$ cat src/rtl/sub_serial_nib.sv
// Nibble-serial subtractor: Diff = A - B, one 4-bit nibble per clock, LSB first.
// Optional saturation of signed overflow is enabled by defining SUB_SAT_EN.

module add_4bit (
    input  logic [3:0] a,
    input  logic [3:0] b,
    input  logic       cin,
    output logic [3:0] sum,
    output logic       cout
);
    assign {cout, sum} = {1'b0, a} + {1'b0, b} + {4'b0000, cin};
endmodule

module sub_serial_nib #(
    parameter int WIDTH = 16
) (
    input  logic             clk,
    input  logic             rst_n,
    input  logic             start,
    input  logic [WIDTH-1:0] A,
    input  logic [WIDTH-1:0] B,
    output logic             busy,
    output logic             done,
    output logic [WIDTH-1:0] Diff,
    output logic             Bout,
    output logic             Ovfl,
    output logic             Zero,
    output logic             Neg
);
    localparam int STEPS = WIDTH / 4;
    localparam int IDXW  = (STEPS > 1) ? $clog2(STEPS) : 1;
    localparam logic [IDXW-1:0] LAST_IDX = IDXW'(STEPS - 1);
    localparam int MSB = WIDTH - 1;

    typedef enum logic [1:0] {IDLE, RUN, DONE} state_t;

    state_t            state_reg, state_next;
    logic [WIDTH-1:0]  a_reg, a_next;
    logic [WIDTH-1:0]  b_reg, b_next;
    logic [WIDTH-1:0]  work_reg, work_next;
    logic [WIDTH-1:0]  diff_reg, diff_next;
    logic [IDXW-1:0]   idx_reg, idx_next;
    logic              carry_reg, carry_next;
    logic              bout_reg, bout_next;
    logic              ovfl_reg, ovfl_next;
    logic              zero_reg, zero_next;
    logic              neg_reg, neg_next;

    logic [3:0]        a_nibs [STEPS];
    logic [3:0]        nb_nibs [STEPS];
    logic [3:0]        a_nib, nb_nib, sum_nib;
    logic              cout_nib;
    logic [WIDTH-1:0]  raw_diff;
    logic [WIDTH-1:0]  final_diff;
    logic              ovfl_raw;

    // Subtraction as A + ~B + carry: the inverted subtrahend is prepared per nibble.
    generate
        for (genvar gi = 0; gi < STEPS; gi++) begin : g_nib
            assign a_nibs[gi]  = a_reg[4*gi +: 4];
            assign nb_nibs[gi] = ~b_reg[4*gi +: 4];
        end
    endgenerate

    assign a_nib  = a_nibs[idx_reg];
    assign nb_nib = nb_nibs[idx_reg];

    add_4bit u_add (
        .a    (a_nib),
        .b    (nb_nib),
        .cin  (carry_reg),
        .sum  (sum_nib),
        .cout (cout_nib)
    );

    // Working result with the current nibble merged in.
    always_comb begin
        raw_diff = work_reg;
        for (int i = 0; i < STEPS; i++) begin
            if (idx_reg == IDXW'(i)) begin
                raw_diff[4*i +: 4] = sum_nib;
            end
        end
    end

    assign ovfl_raw = (a_reg[MSB] != b_reg[MSB]) && (raw_diff[MSB] != a_reg[MSB]);

`ifdef SUB_SAT_EN
    // A negative minuend can only overflow downward, a positive one upward.
    assign final_diff = !ovfl_raw ? raw_diff :
                        (a_reg[MSB] ? {1'b1, {(WIDTH-1){1'b0}}}
                                    : {1'b0, {(WIDTH-1){1'b1}}});
`else
    assign final_diff = raw_diff;
`endif

    always_comb begin
        state_next = state_reg;
        a_next     = a_reg;
        b_next     = b_reg;
        work_next  = work_reg;
        diff_next  = diff_reg;
        idx_next   = idx_reg;
        carry_next = carry_reg;
        bout_next  = bout_reg;
        ovfl_next  = ovfl_reg;
        zero_next  = zero_reg;
        neg_next   = neg_reg;

        case (state_reg)
            IDLE, DONE: begin
                if (start) begin
                    a_next     = A;
                    b_next     = B;
                    idx_next   = '0;
                    carry_next = 1'b1;
                    state_next = RUN;
                end else begin
                    state_next = IDLE;
                end
            end
            RUN: begin
                work_next  = raw_diff;
                carry_next = cout_nib;
                idx_next   = idx_reg + 1'b1;
                if (idx_reg == LAST_IDX) begin
                    diff_next  = final_diff;
                    bout_next  = ~cout_nib;
                    ovfl_next  = ovfl_raw;
                    zero_next  = (final_diff == '0);
                    neg_next   = final_diff[MSB];
                    state_next = DONE;
                end
            end
            default: state_next = IDLE;
        endcase
    end

    always_ff @(posedge clk or negedge rst_n) begin
        if (!rst_n) begin
            state_reg <= IDLE;
            a_reg     <= '0;
            b_reg     <= '0;
            work_reg  <= '0;
            diff_reg  <= '0;
            idx_reg   <= '0;
            carry_reg <= 1'b1;
            bout_reg  <= 1'b0;
            ovfl_reg  <= 1'b0;
            zero_reg  <= 1'b0;
            neg_reg   <= 1'b0;
        end else begin
            state_reg <= state_next;
            a_reg     <= a_next;
            b_reg     <= b_next;
            work_reg  <= work_next;
            diff_reg  <= diff_next;
            idx_reg   <= idx_next;
            carry_reg <= carry_next;
            bout_reg  <= bout_next;
            ovfl_reg  <= ovfl_next;
            zero_reg  <= zero_next;
            neg_reg   <= neg_next;
        end
    end

    assign busy = (state_reg == RUN);
    assign done = (state_reg == DONE);
    assign Diff = diff_reg;
    assign Bout = bout_reg;
    assign Ovfl = ovfl_reg;
    assign Zero = zero_reg;
    assign Neg  = neg_reg;

endmodule

$ cat config.mk
export PLATFORM = sky130hd
export DESIGN_NAME = sub_serial_nib
export DESIGN_NICKNAME = d
export VERILOG_FILES = /design/src/rtl/sub_serial_nib.sv
export SDC_FILE = /design/constraint.sdc
export NUM_CORES = 1
export LEC_CHECK = 0
export ABC_AREA = 1
export BUFFER_PORTS_ARGS = -buffer_cell sky130_fd_sc_hd__buf_4
export CAP_MARGIN = 20
export CORE_MARGIN = 1
export CORE_UTILIZATION = 35
export CTS_CLUSTER_DIAMETER = 30
export DETAILED_ROUTE_END_ITERATION = 10
export GPL_ROUTABILITY_DRIVEN = 0
export PLACE_DENSITY_LB_ADDON = 0.05
export SYNTH_ARGS = -nofsm -noshare
export SYNTH_HDL_FRONTEND = slang
export SYNTH_SLANG_ARGS = --single-unit
$ cat constraint.sdc
create_clock -name clk -period 3.2 [get_ports clk]
set_clock_uncertainty 0.05 [all_clocks]
set_input_delay 0.64 -clock clk [delete_from_list [all_inputs] [get_ports clk]]
set_output_delay 0.64 -clock clk [all_outputs]
set_load 0.03 [all_outputs]
After elaboration in Yosys (flattened, before gate mapping)
Cells that the tools add are included.
{"block": "classes", "n_lt_le_gt_ge": 1, "eq_ne": 9, "n_reduce_logical": 9, "n_bitwise": 6, "n_mux": 17, "n_addsub": 3}
{"operator": "$mux W4", "n": 8}
{"operator": "$bmux W4 S2", "n": 2}
{"operator": "$logic_not A16 Y1", "n": 1}
{"operator": "$not A4 Y4", "n": 4}
{"operator": "$pmux W2 S2", "n": 2}
{"operator": "$eq A2 B2 Y1 const B", "n": 3}
{"operator": "$reduce_and A2 Y1", "n": 3}
{"operator": "$add A4 B4 Y5", "n": 1}
{"operator": "$add A5 B1 Y5", "n": 1}
{"operator": "$eq A2 B1 Y1 const B", "n": 2}
{"operator": "$logic_not A2 Y1", "n": 2}
{"operator": "$mux W2", "n": 2}
{"operator": "$ge A3 B3 Y1 const B", "n": 1}
{"operator": "$not A2 Y3", "n": 1}
{"operator": "$add A2 B1 Y2 const B", "n": 1}
{"operator": "$mux W1", "n": 2}
{"operator": "$ne A1 B1 Y1", "n": 2}
{"operator": "$ne A2 B1 Y1 const B", "n": 1}
{"operator": "$ne A2 B2 Y1 const B", "n": 1}
{"operator": "$pmux W1 S2", "n": 1}
{"operator": "$reduce_bool A2 Y1", "n": 1}
{"operator": "$reduce_or A2 Y1", "n": 1}
{"operator": "$logic_and A1 B1 Y1", "n": 1}
{"operator": "$not A1 Y1", "n": 1}
{"block": "word_totals", "inputBits": 35, "reg_bits": 73, "out_inout_bits": 22, "wordCells": 56}

Longest topological paths before layout
Gate-level depths: netlist (run 1).
{"block": "logic_depth", "ltp_word": 9, "mapped_depth": 18, "mapped_depth_nobuf": 16}

By module
A second synthesis (run 1) with hierarchy kept.
{"block": "unflattened", "cells_unflattened": 345, "hier_area_um2": 3289.4}
{"module": "sub_serial_nib", "seq_area_each_um2": 1778.0, "n_inst": 1, "cells_each": 320, "area_per_inst_um2": 3124.2}
{"module": "add_4bit", "seq_area_each_um2": 0.0, "n_inst": 1, "cells_each": 25, "area_per_inst_um2": 165.2}

Worst setup path before layout (run 1)
Ideal clock, no wire load.
{"block": "synth_path", "path_type": "register -> register", "from": "register idx_reg[0]", "to": "register zero_reg (netlist: Zero)", "path_stages_with_launch": 19, "setup_ns": 0.117, "path_slack_ns": 0.377, "required_time_ns": 3.033, "arrival_time_ns": 2.656, "period_less_slack_ns": 2.823, "path_buffers": 2, "path_cell_list": "dfrtp_1 > buf_2 > clkinv_1 > buf_2 > o21ai_0 > o22ai_1 > fa_1 > inv_1 > fa_1 > inv_1 > nand2_1 > o21ai_0 > nor2_2 > nand2_1 > nor2_1 > nand2_1 > nor2_1 > nand2_1 > nand2_1"}
{"block": "synth_via", "elab_chain_cells": 8}
{"element": "start: declaration", "line_no": "42", "source": "logic [IDXW-1:0] idx_reg, idx_next;"}
{"element": "start signal: assignment", "line_no": "158", "source": "idx_reg <= idx_next;"}
{"element": "$not A2 Y3 (not written as such)", "line_no": "65, 66"}
{"element": "$bmux W4 S2, on equally long branches", "line_no": "65, 66"}
{"element": "$mux W4, on equally long branches (2 in a row)", "line_no": "65, 66"}
{"element": "$add A4 B4 Y5", "line_no": "11", "source": "assign {cout, sum} = {1'b0, a} + {1'b0, b} + {4'b0000, cin};"}
{"element": "$add A5 B1 Y5", "line_no": "11"}
{"element": "$mux W4", "line_no": "80", "source": "if (idx_reg == IDXW'(i)) begin"}
{"element": "$logic_not A16 Y1", "line_no": "130", "source": "zero_next = (final_diff == '0);"}
{"element": "end signal: assignment", "line_no": "162", "source": "zero_reg <= zero_next;"}
{"element": "end: declaration", "line_no": "46", "source": "logic zero_reg, zero_next;"}
Several ways; a longest one is shown, not always the timed one. The select of a mux whose other input is x is not followed.
A chain may end at the register's enable or synchronous reset.

Worst setup path after layout (run 1)
{"block": "layout_path", "from": "register idx_reg[1]", "to": "register zero_reg (netlist: Zero)"}
The elaborated chain is that of the path after synthesis.

==> results by group, run 1 <==
Clock network
  – CTS hold repair buffers: 0
  – Clock sink total: 72
  – Cts bufs inserted: 9
  – Clk root buf: clkbuf_8
  – Clock-pin slew on the worst setup and hold paths: 0.08 ns
  – CTS tree: done
  – H-tree depth: 3
  – Deepest clock path buffer count: 2
  – Clock Latency Late Sink: 0.35 ns

Die
  – Placement Rows: 35
  – Die Width: 100 um
  – Core ar.: 0.00928 mm2
  – Die height: 100 um
  – Die ar.: 0.0100 mm2
  – Starting density of the core: 36.3%
  – # IOs: 57

Worst setup path
  – Worst-path maximum fanout: 11
  – Flop2flop setup slack: 0.34 ns
  – CP peak stage delay: 0.48 ns
  – CP cell instances: clkinvlp_4 -> a32o_1 -> fa_1 -> inv_1 -> fa_1 -> inv_1 -> nand2_1 -> o21ai_0 -> nor2_2 -> nand2_1 -> nor2_1 -> nand2_1 -> nor2_1 -> nand2_1 -> nand2_1
  – CP Launch Point: idx_reg[1]
  – WP data required: 3.39 ns
  – Crit path max-delay cell type: dfrtp_1
  – Worst setup path class: reg -> reg
  – Top cell by count, worst path: nand2_1
  – RR Startpoint: idx_reg[1]
  – Setup crit end kind: flip-flop
  – Critical path arrival: 3.06 ns
  – CP Launch Type: flip-flop

Timing
  – Slew Limit Fails: 0
  – Slew margin rel.: 38.0%
  – Worst Tran Pin Value: 0.929 ns
  – RSZ-0062 raised after global routing: false
  – Setup TNS: 0 ns
  – Period utilisation layout: 89.5%
  – Min Tclk post-route: 2.86 ns
  – Final setup fails: 0
  – Final hold vios: 0
  – Max Fclk: 349 MHz

Synthesis
  – Synth top area cells: dfrtp_1 (53%), nand2_1 (10%), mux2_2 (10%)
  – Top cells by count, synth: nand2_1 (94), dfrtp_1 (71), o21ai_0 (36)
  – Mapped cell area: 0.00337 mm2
  – Synth top area share: 52.7%
  – Main flop type after synthesis: dfrtp_1
  – Synth warnings: 0
  – Synthesized area per cell: 9.53 um2
  – Post-synth ARST share: 100%
  – Sequential share of the synthesized area: 53.4%
  – Post-synthesis instance total: 354
  – Post-synth top area cell: dfrtp_1
  – Yosys reg bits: 72
  – EDFF count, synth: 0
  – Count leader, synth: nand2_1
  – Netlist cell types: 28
  – Syn_nets: 398

Global routing
  – GR Overflow Total: 0
  – All-Layer GR Usage: 16.8%
  – First-pass GRT wire length: 12,700 um
  – Number of global-route vias before repair: 2,539
  – Number of antenna violations at the first check in global routing: 0
  – Largest net degree at the start of global routing: 73

Pwr
  – Psw: 2.40 mW
  – Power Density: 1270 mW/mm2
  – Sequential Power Share: 30.8%
  – Internal Power: 2.84 mW
  – Static leakage: 2.02 nW
  – Switching part of the total power: 45.7%
  – Clk pwr share: 14.3%
  – Worst VDD drop: 0.395 mV
  – Pwr Total: 5.24 mW
  – Logic pwr share: 54.9%

Detailed routing
  – Met3 routed WL: 280 um
  – Routed len/inst: 14.2 um
  – Highest Signal Layer: met4
  – Detailed-route vias per instance: 4.64
  – First DRT Iteration DRCs: 95
  – DR WL met2: 3830 um
  – WL final: 7770 um
  – DR pass1 iterations: 4
  – DRC errors left: 0
  – Vias after detailed routing: 2,537
  – Antenna Violating Nets Remaining: 0
  – WL met1: 3580 um

Final layout
  – Area Growth Syn to Fin: 22.6%
  – Nets: 457
  – Final cell count without fillers: 547
  – # fillers: 958
  – N_diodes: 0
  – Storage element area: 0.00180 mm2
  – Area occupied by multi-input gates: 0.00138 mm2
  – Share of layout cells above drive strength 1: 28.2%

Run status
  – Outcome: complete, no violations

Placement
  – Port buffer count: 56
  – Hpwl dp: 5380 um
  – Number of instances in the placed design: 528

Worst hold path
  – Worst min path class: in -> async

Job
  – Max Cap Viol: 0
-- timing repair --
action | CTS | global route
buffers inserted | 0 | 3
setup endpoints to repair | 0 | 1
hold endpoints to repair | 0 | 0
gates resized for setup | 0 | 1
-- through the flow --
stage / worst slack, ns / util [%] / area [um2] / hold WS [ns]
after floorplan: 0.377 / - / 3370 / 0.294
after global placement: 0.387 / 42.0 / 3900 / 0.414
after detailed placement: 0.298 / 42.0 / 3900 / 0.417
after CTS: 0.264 / 44.3 / 4110 / 0.404
after global routing: 0.0319 / 44.6 / 4140 / 0.446
final: 0.337 / 44.6 / 4140 / 0.377
-- power by group through the flow --
stage / Sequential [mW] / Clock (mW) / Combinational [mW]
floorplan: 1.75 / 0 / 1.92
global placement: 1.63 / 0 / 2.85
detailed placement: 1.64 / 0 / 2.87
CTS: 1.62 / 0.780 / 2.88
global route: 1.68 / 0.821 / 3.25
finish: 1.61 / 0.752 / 2.88
-- critical path: cells and delay by family (launching register included) --
kind                     cells  cell delay, ns
buffers and inverters        3            0.47
AO/OA/AOI/OAI                2            0.45
adder cells (fa/ha/maj)      2            0.88
flip-flops                   1            0.48
AND/OR/NAND/NOR              8            0.42
-- final cells by class --
cell class,instances,area share [%]
flip-flops and latches,72,43.6
multi-input cells,237,33.5
repair buffers,61,11.1
well taps,129,3.90
clock buffers,11,3.66
inverters,32,2.99
clock inverters,5,1.33
-- path summary, 6_finish.rpt --
check                           cells after the start          end
worst max-delay path                               15         Zero
worst min-delay path                                1      Diff[9]
worst max register to register                     15         Zero
worst min register to register                      2  work_reg[5]
max in group asynchronous                           1     a_reg[5]
min in group clk                                    2  work_reg[5]
-- kinds of logic (layout without fill, tap and decap cells) --
family / after synthesis / after routing / synth area share [%]
flip-flops: 72 / 72 / 53.4
multiplexers: 31 / 31 / 10.3
AND/OR/NAND/NOR: 138 / 138 / 17.1
adder cells (fa/ha/maj): 9 / 9 / 3.78
buffers and inverters: 45 / 109 / 5.56
AO/OA/AOI/OAI: 59 / 59 / 9.75
-- layout by cell type (no fill, tap or decap) --
cell	Yosys	final
a21oi_1	9	9
a31oi_1	3	3
a32o_1	3	3
a32oi_1	2	2
buf_4	2	61
bufinv_16	0	1
clkbuf_8	0	11
clkinv_1	1	1
clkinv_2	0	2
clkinvlp_4	0	3
dfrtp_1	71	71
dfstp_2	1	1
fa_1	2	2
ha_1	7	7
inv_1	30	29
inv_2	1	1
mux2_2	31	31
nand2_1	94	94
nand2_2	1	1
nand2_4	1	1
nand3_1	19	19
nor2_1	18	18
nor2_2	1	1
nor2_8	1	1
o21a_1	1	1
o21ai_0	36	36
o21ai_1	1	1
o22ai_1	4	4
or2_2	3	3
-- layer usage --
metal,global-route usage [%],vias up
li1,-,1286
met1,21.3,1191
met2,27.7,52
met3,4.25,8
met4,6.35,0
met5,0,-
No activity file was read; power rests on OpenSTA's default activity.
==> inputs of run 2 (changes only) <==
==> constraint.sdc (replaced) <==
create_clock -name clk -period 3.3 [get_ports clk]
set_clock_uncertainty 0.05 [all_clocks]
set_input_delay 0.66 -clock clk [delete_from_list [all_inputs] [get_ports clk]]
set_output_delay 0.66 -clock clk [all_outputs]
set_load 0.03 [all_outputs]
==> results by group, run 2 (synthesis results as in run 1) <==
Timing
  – Period utilisation layout: 89.0% (-0.51 points)
  – Slew Limit Fails: 0 (unchanged)
  – Final setup fails: 0 (unchanged)
  – RSZ-0062 raised after global routing: false
  – Min Tclk post-route: 2.94 ns (+0.0728 ns)
  – Setup TNS: 0 ns (unchanged)
  – Max Fclk: 341 MHz (-2.5%)
  – Slew margin rel.: 38.0% (-0.064 points)
  – Setup ws final: 0.364 ns (+0.0272 ns)
  – Worst Tran Pin Value: 0.930 ns (+0.000964 ns)
  – Final hold vios: 0 (unchanged)

Die
  – Die ar.: 0.0100 mm2 (unchanged)
  – Die height: 100 um (unchanged)
  – Die Width: 100 um (unchanged)
  – Placement Rows: 35 (unchanged)
  – Core ar.: 0.00928 mm2 (unchanged)
  – Starting density of the core: 36.3% (unchanged)
  – # IOs: 57 (unchanged)

Final layout
  – Share of layout cells above drive strength 1: 27.5% (-0.76 points)
  – Area Growth Syn to Fin: 22.4%
  – Most frequent cells in the layout: nand2_1 (94), dfrtp_1 (71), buf_4 (58)
  – N_diodes: 0 (unchanged)
  – Final cell count without fillers: 544 (-0.55%)
  – Commonest non-fill, non-tap cell in the layout: nand2_1
  – Final core utilization: 44.5% (-0.081 points)
  – Nets: 454 (-0.66%)

Detailed routing
  – Routed len/inst: 13.9 um (-2.2%)
  – Detailed-route vias per instance: 4.76 (+2.7%)
  – DR pass1 iterations: 4 (unchanged)
  – Vias after detailed routing: 2,592 (+2.2%)
  – DRC errors left: 0 (unchanged)
  – Antenna Violating Nets Remaining: 0 (unchanged)
  – First DRT Iteration DRCs: 55 (-42%)
  – WL final: 7560 um (-2.8%)

Pwr
  – Worst VDD drop: 0.427 mV (+8.2%)
  – Power Density: 1240 mW/mm2 (-2.4%)
  – Static leakage: 2.01 nW (-0.47%)

Global routing
  – Number of global-route vias before repair: 2,599 (+2.4%)
  – All-Layer GR Usage: 16.4% (-0.45 points)
  – Largest net degree at the start of global routing: 73 (unchanged)
  – GR Overflow Total: 0 (unchanged)
  – First-pass GRT wire length: 12,500 um (-1.7%)
  – Number of antenna violations at the first check in global routing: 0 (unchanged)

Worst setup path
  – WP data required: 3.49 ns (+0.10 ns)
  – Worst setup path class: reg -> reg
  – CP peak stage delay: 0.47 ns (about the same)
  – Crit path buffers/inverters: 3 (unchanged)
  – Setup crit end kind: flip-flop
  – CP cell instances: clkinvlp_4 -> a32o_1 -> fa_1 -> inv_1 -> fa_1 -> inv_1 -> nand2_1 -> o21ai_0 -> nor2_2 -> nand2_1 -> nor2_1 -> nand2_1 -> nor2_1 -> nand2_1 -> nand2_1
  – Top cell by count, worst path: nand2_1
  – Critical path arrival: 3.12 ns (+0.06 ns)
  – CP Launch Type: flip-flop
  – Worst-path maximum fanout: 16 (+5)
  – CP delay by family, top: adder cells
  – Crit path max-delay cell type: dfrtp_1

Clock network
  – Deepest clock path buffer count: 2 (unchanged)
  – Cts bufs inserted: 9 (unchanged)
  – CTS hold repair buffers: 0 (unchanged)
  – Clock Latency Late Sink: 0.34 ns (about the same)
  – CTS tree: done
  – H-tree depth: 3 (unchanged)
  – Clock sink total: 72 (unchanged)
  – CTS resizes: 0 (unchanged)
  – Clk root buf: clkbuf_8
  – Postcts setup bufs: 0 (unchanged)
  – Clock-pin slew on the worst setup and hold paths: 0.08 ns (about the same)

Placement
  – Number of instances in the placed design: 528 (unchanged)
  – Pre-CTS setup slack: 0.357 ns (+0.0594 ns)
  – Port buffer count: 56 (unchanged)
  – Hpwl dp: 5430 um (+0.89%)

Job
  – Max Cap Viol: 0 (unchanged)

Run status
  – Outcome: complete, no violations

Worst hold path
  – Worst min path class: in -> async
## run 2: changes by cell type in the layout (fill, tap and decap cells not counted)
cell	delta
buf_4	-3
bufinv_16	+1
clkbuf_1	+1
clkbuf_8	-1
clkinv_2	-1
## run 2: layout make-up
class,count,area [um2]
Sequential cell,72,1800
Multi-Input combinational cell,237,1380
Timing Repair Buffer,58,435
Fill cell,994,5150
Inverter,32,124
Tap cell,129,161
Clock buffer,11,141
Clock inverter,5,80.1
## run 2: power by group
group,internal (mW),switching [mW]
Sequential,1.32,0.245
Clock,0.445,0.332
Combinational,1.03,1.73
Total,2.80,2.31
## run 2: through the flow
| step | power, mW | instance area, um2 | hold WS, ns |
|---|---|---|---|
| floorplan | 3.55 | 3370 | 0.314 |
| global placement | 4.34 | 3900 | 0.413 |
| detailed placement | 4.38 | 3900 | 0.418 |
| CTS | 5.18 | 4130 | 0.426 |
| global route | 5.59 | 4130 | 0.467 |
| finish | 5.11 | 4130 | 0.368 |
## run 2: routing by layer
metal,vias to the layer above,wire length [um],share of wire (%),track usage (%)
li1,1281,-,-,-
met1,1248,3480,46,20.0
met2,55,3730,49,27.8
met3,8,253,3.3,4.18
met4,0,87,1.2,6.02
met5,-,0,0,0
## run 2: worst reg2reg max path: stages, from the launching register on
cell,delay [ns]
dfrtp_1,0.47
clkinvlp_4,0.30
a32o_1,0.36
fa_1,0.42
inv_1,0.10
fa_1,0.46
inv_1,0.11
nand2_1,0.05
o21ai_0,0.14
nor2_2,0.07
nand2_1,0.07
nor2_1,0.04
nand2_1,0.08
nor2_1,0.04
nand2_1,0.06
nand2_1,0.04
## run 2: path summary, 6_finish.rpt
kind | from | endpoint | slack (ns) | cells after the start
min in group clk | Diff[13] | Diff[13] | 0.43 | 2
setup / recovery | idx_reg[1] | Zero | 0.36 | 15
hold / removal | rst_n | Diff[1] | 0.37 | 1
max in group asynchronous | rst_n | idx_reg[0] | 2.18 | 1
setup reg to reg | idx_reg[1] | Zero | 0.36 | 15
hold reg to reg | Diff[13] | Diff[13] | 0.43 | 2
==> inputs of run 3 (changes only) <==
--- a/config.mk
+++ b/config.mk
@@ -14,6 +14,7 @@
 export DETAILED_ROUTE_END_ITERATION = 10
 export GPL_ROUTABILITY_DRIVEN = 0
 export PLACE_DENSITY_LB_ADDON = 0.05
+export RECOVER_POWER = 50
 export SYNTH_ARGS = -nofsm -noshare
 export SYNTH_HDL_FRONTEND = slang
 export SYNTH_SLANG_ARGS = --single-unit
==> results by group, run 3 (synthesis results as in run 1) <==
Final layout
  – Most frequent cells in the layout: nand2_1 (95), dfrtp_1 (71), buf_4 (48)
  – # fillers: 992 (-0.20%)
  – Commonest non-fill, non-tap cell in the layout: nand2_1
  – N_diodes: 0 (unchanged)
  – Area Growth Syn to Fin: 21.2%
  – Nets: 454 (unchanged)
  – Share of layout cells above drive strength 1: 24.8% (-2.7 points)

Die
  – Starting density of the core: 36.3% (unchanged)
  – Placement Rows: 35 (unchanged)
  – Die height: 100 um (unchanged)
  – # IOs: 57 (unchanged)
  – Die ar.: 0.0100 mm2 (unchanged)
  – Die Width: 100 um (unchanged)
  – Core ar.: 0.00928 mm2 (unchanged)

Clock network
  – Clock sink total: 72 (unchanged)
  – Clk root buf: clkbuf_8
  – CTS tree: done
  – Clock Latency Late Sink: 0.34 ns (about the same)
  – H-tree depth: 3 (unchanged)
  – Clock-pin slew on the worst setup and hold paths: 0.08 ns (about the same)
  – Deepest clock path buffer count: 2 (unchanged)
  – Cts bufs inserted: 9 (unchanged)

Worst setup path
  – Top cell by count, worst path: nand2_1
  – CP cell instances: clkinvlp_4 -> a32o_1 -> fa_1 -> inv_1 -> fa_1 -> inv_1 -> nand2_1 -> o21ai_0 -> nor2_2 -> nand2_1 -> nor2_1 -> nand2_1 -> nor2_1 -> nand2_1 -> nand2_1
  – Crit path buffers/inverters: 3 (unchanged)
  – Worst-path maximum fanout: 16 (unchanged)
  – CP peak stage delay: 0.47 ns (about the same)
  – Crit path max-delay cell type: dfrtp_1
  – WP data required: 3.49 ns (about the same)
  – Levels on crit path: 15 (unchanged)
  – Setup crit end kind: flip-flop
  – CP Launch Type: flip-flop
  – Flop2flop setup slack: 0.37 ns (about the same)
  – Path depth of the worst reg2reg path: 15 (unchanged)
  – Critical path arrival: 3.12 ns (about the same)
  – Worst setup path class: reg -> reg
  – CP delay by family, top: adder cells

Detailed routing
  – WL final: 7590 um (+0.38%)
  – DR pass1 iterations: 4 (unchanged)
  – Antenna Violating Nets Remaining: 0 (unchanged)
  – Vias after detailed routing: 2,588 (-0.15%)
  – DRC errors left: 0 (unchanged)
  – First DRT Iteration DRCs: 93 (+69%)
  – Routed len/inst: 13.9 um (+0.38%)
  – Detailed-route vias per instance: 4.76 (-0.15%)

Timing
  – Worst Tran Pin Value: 1.81 ns (+0.884 ns)
  – Period utilisation layout: 88.8% (-0.17 points)
  – Setup TNS: 0 ns (unchanged)
  – Slew margin rel.: -20.9% (-59 points)
  – Slew Limit Fails: 73 (+73)
  – RSZ-0062 raised after global routing: false
  – Max Fclk: 341 MHz (+0.19%)
  – Final setup fails: 0 (unchanged)
  – Final hold vios: 0 (unchanged)
  – Min Tclk post-route: 2.93 ns (-0.00560 ns)

Global routing
  – GR Overflow Total: 0 (unchanged)
  – Largest net degree at the start of global routing: 73 (unchanged)
  – All-Layer GR Usage: 16.4% (unchanged)
  – First-pass GRT wire length: 12,500 um (unchanged)
  – Number of antenna violations at the first check in global routing: 0 (unchanged)
  – Number of global-route vias before repair: 2,599 (unchanged)

Placement
  – Hpwl dp: 5430 um (unchanged)
  – Port buffer count: 56 (unchanged)

Worst hold path
  – Worst min path class: reg -> reg
  – Hold depth: 2

Run status
  – Failing checks: capacitance limit, slew limit
  – Outcome: finished, violations left

Job
  – Max Cap Viol: 1 (+1)
run 3: area by class of cell:
cell class | count | area (um2) | share of cell area (%)
clock inverter | 5 | 80.1 | 1.96
clock buffer | 11 | 141 | 3.46
tap | 129 | 161 | 3.95
inverter | 32 | 124 | 3.03
multi-input combinational | 237 | 1380 | 33.8
timing repair buffer | 58 | 399 | 9.76
sequential | 72 | 1800 | 44.1
run 3: tightest hold or removal path, stage by stage, from the launching register on:
cell	delay, ns
dfrtp_1	0.35
nand2_1	0.05
nand2_1	0.05
run 3: per-stage QoR:
stage / setup slack [ns] / hold slack [ns] / cell area (um2) / instances / util [%]
2_1_floorplan: 0.477 / 0.314 / 3370 / 354 / -
3_3_place_gp: 0.485 / 0.413 / 3900 / 528 / 42.0
3_5_place_dp: 0.357 / 0.418 / 3900 / 528 / 42.0
4_1_cts: 0.335 / 0.426 / 4130 / 544 / 44.4
5_1_grt: 0.0509 / 0.465 / 4090 / 544 / 44.1
6_report: 0.370 / 0.431 / 4090 / 544 / 44.1
run 3: routing by layer:
| metal | track usage [%] | routed length [um] |
|---|---|---|
| met1 | 20.0 | 3510 |
| met4 | 6.02 | 114 |
| met2 | 27.8 | 3710 |
| met5 | 0 | 0 |
| met3 | 4.18 | 245 |
run 3: final timing paths:
| path | startpoint | endpoint |
|---|---|---|
| worst max-delay path | idx_reg[1] | Zero |
| min in group asynchronous | rst_n | Diff[1] |
| worst max register to register | idx_reg[1] | Zero |
| worst min register to register | Diff[13] | Diff[13] |
| max in group asynchronous | rst_n | idx_reg[0] |
| worst min-delay path | Diff[13] | Diff[13] |
run 3: timing repair:
item,4_1_cts,5_1_grt
hold buffers,0,0
setup endpoints to repair,0,1
setup buffers,0,0
gates resized for setup,0,1
Power of run 3 is left out: the tool's default activity adds up to more than one toggle a clock period on the data nets, which glitch-free logic cannot reach.
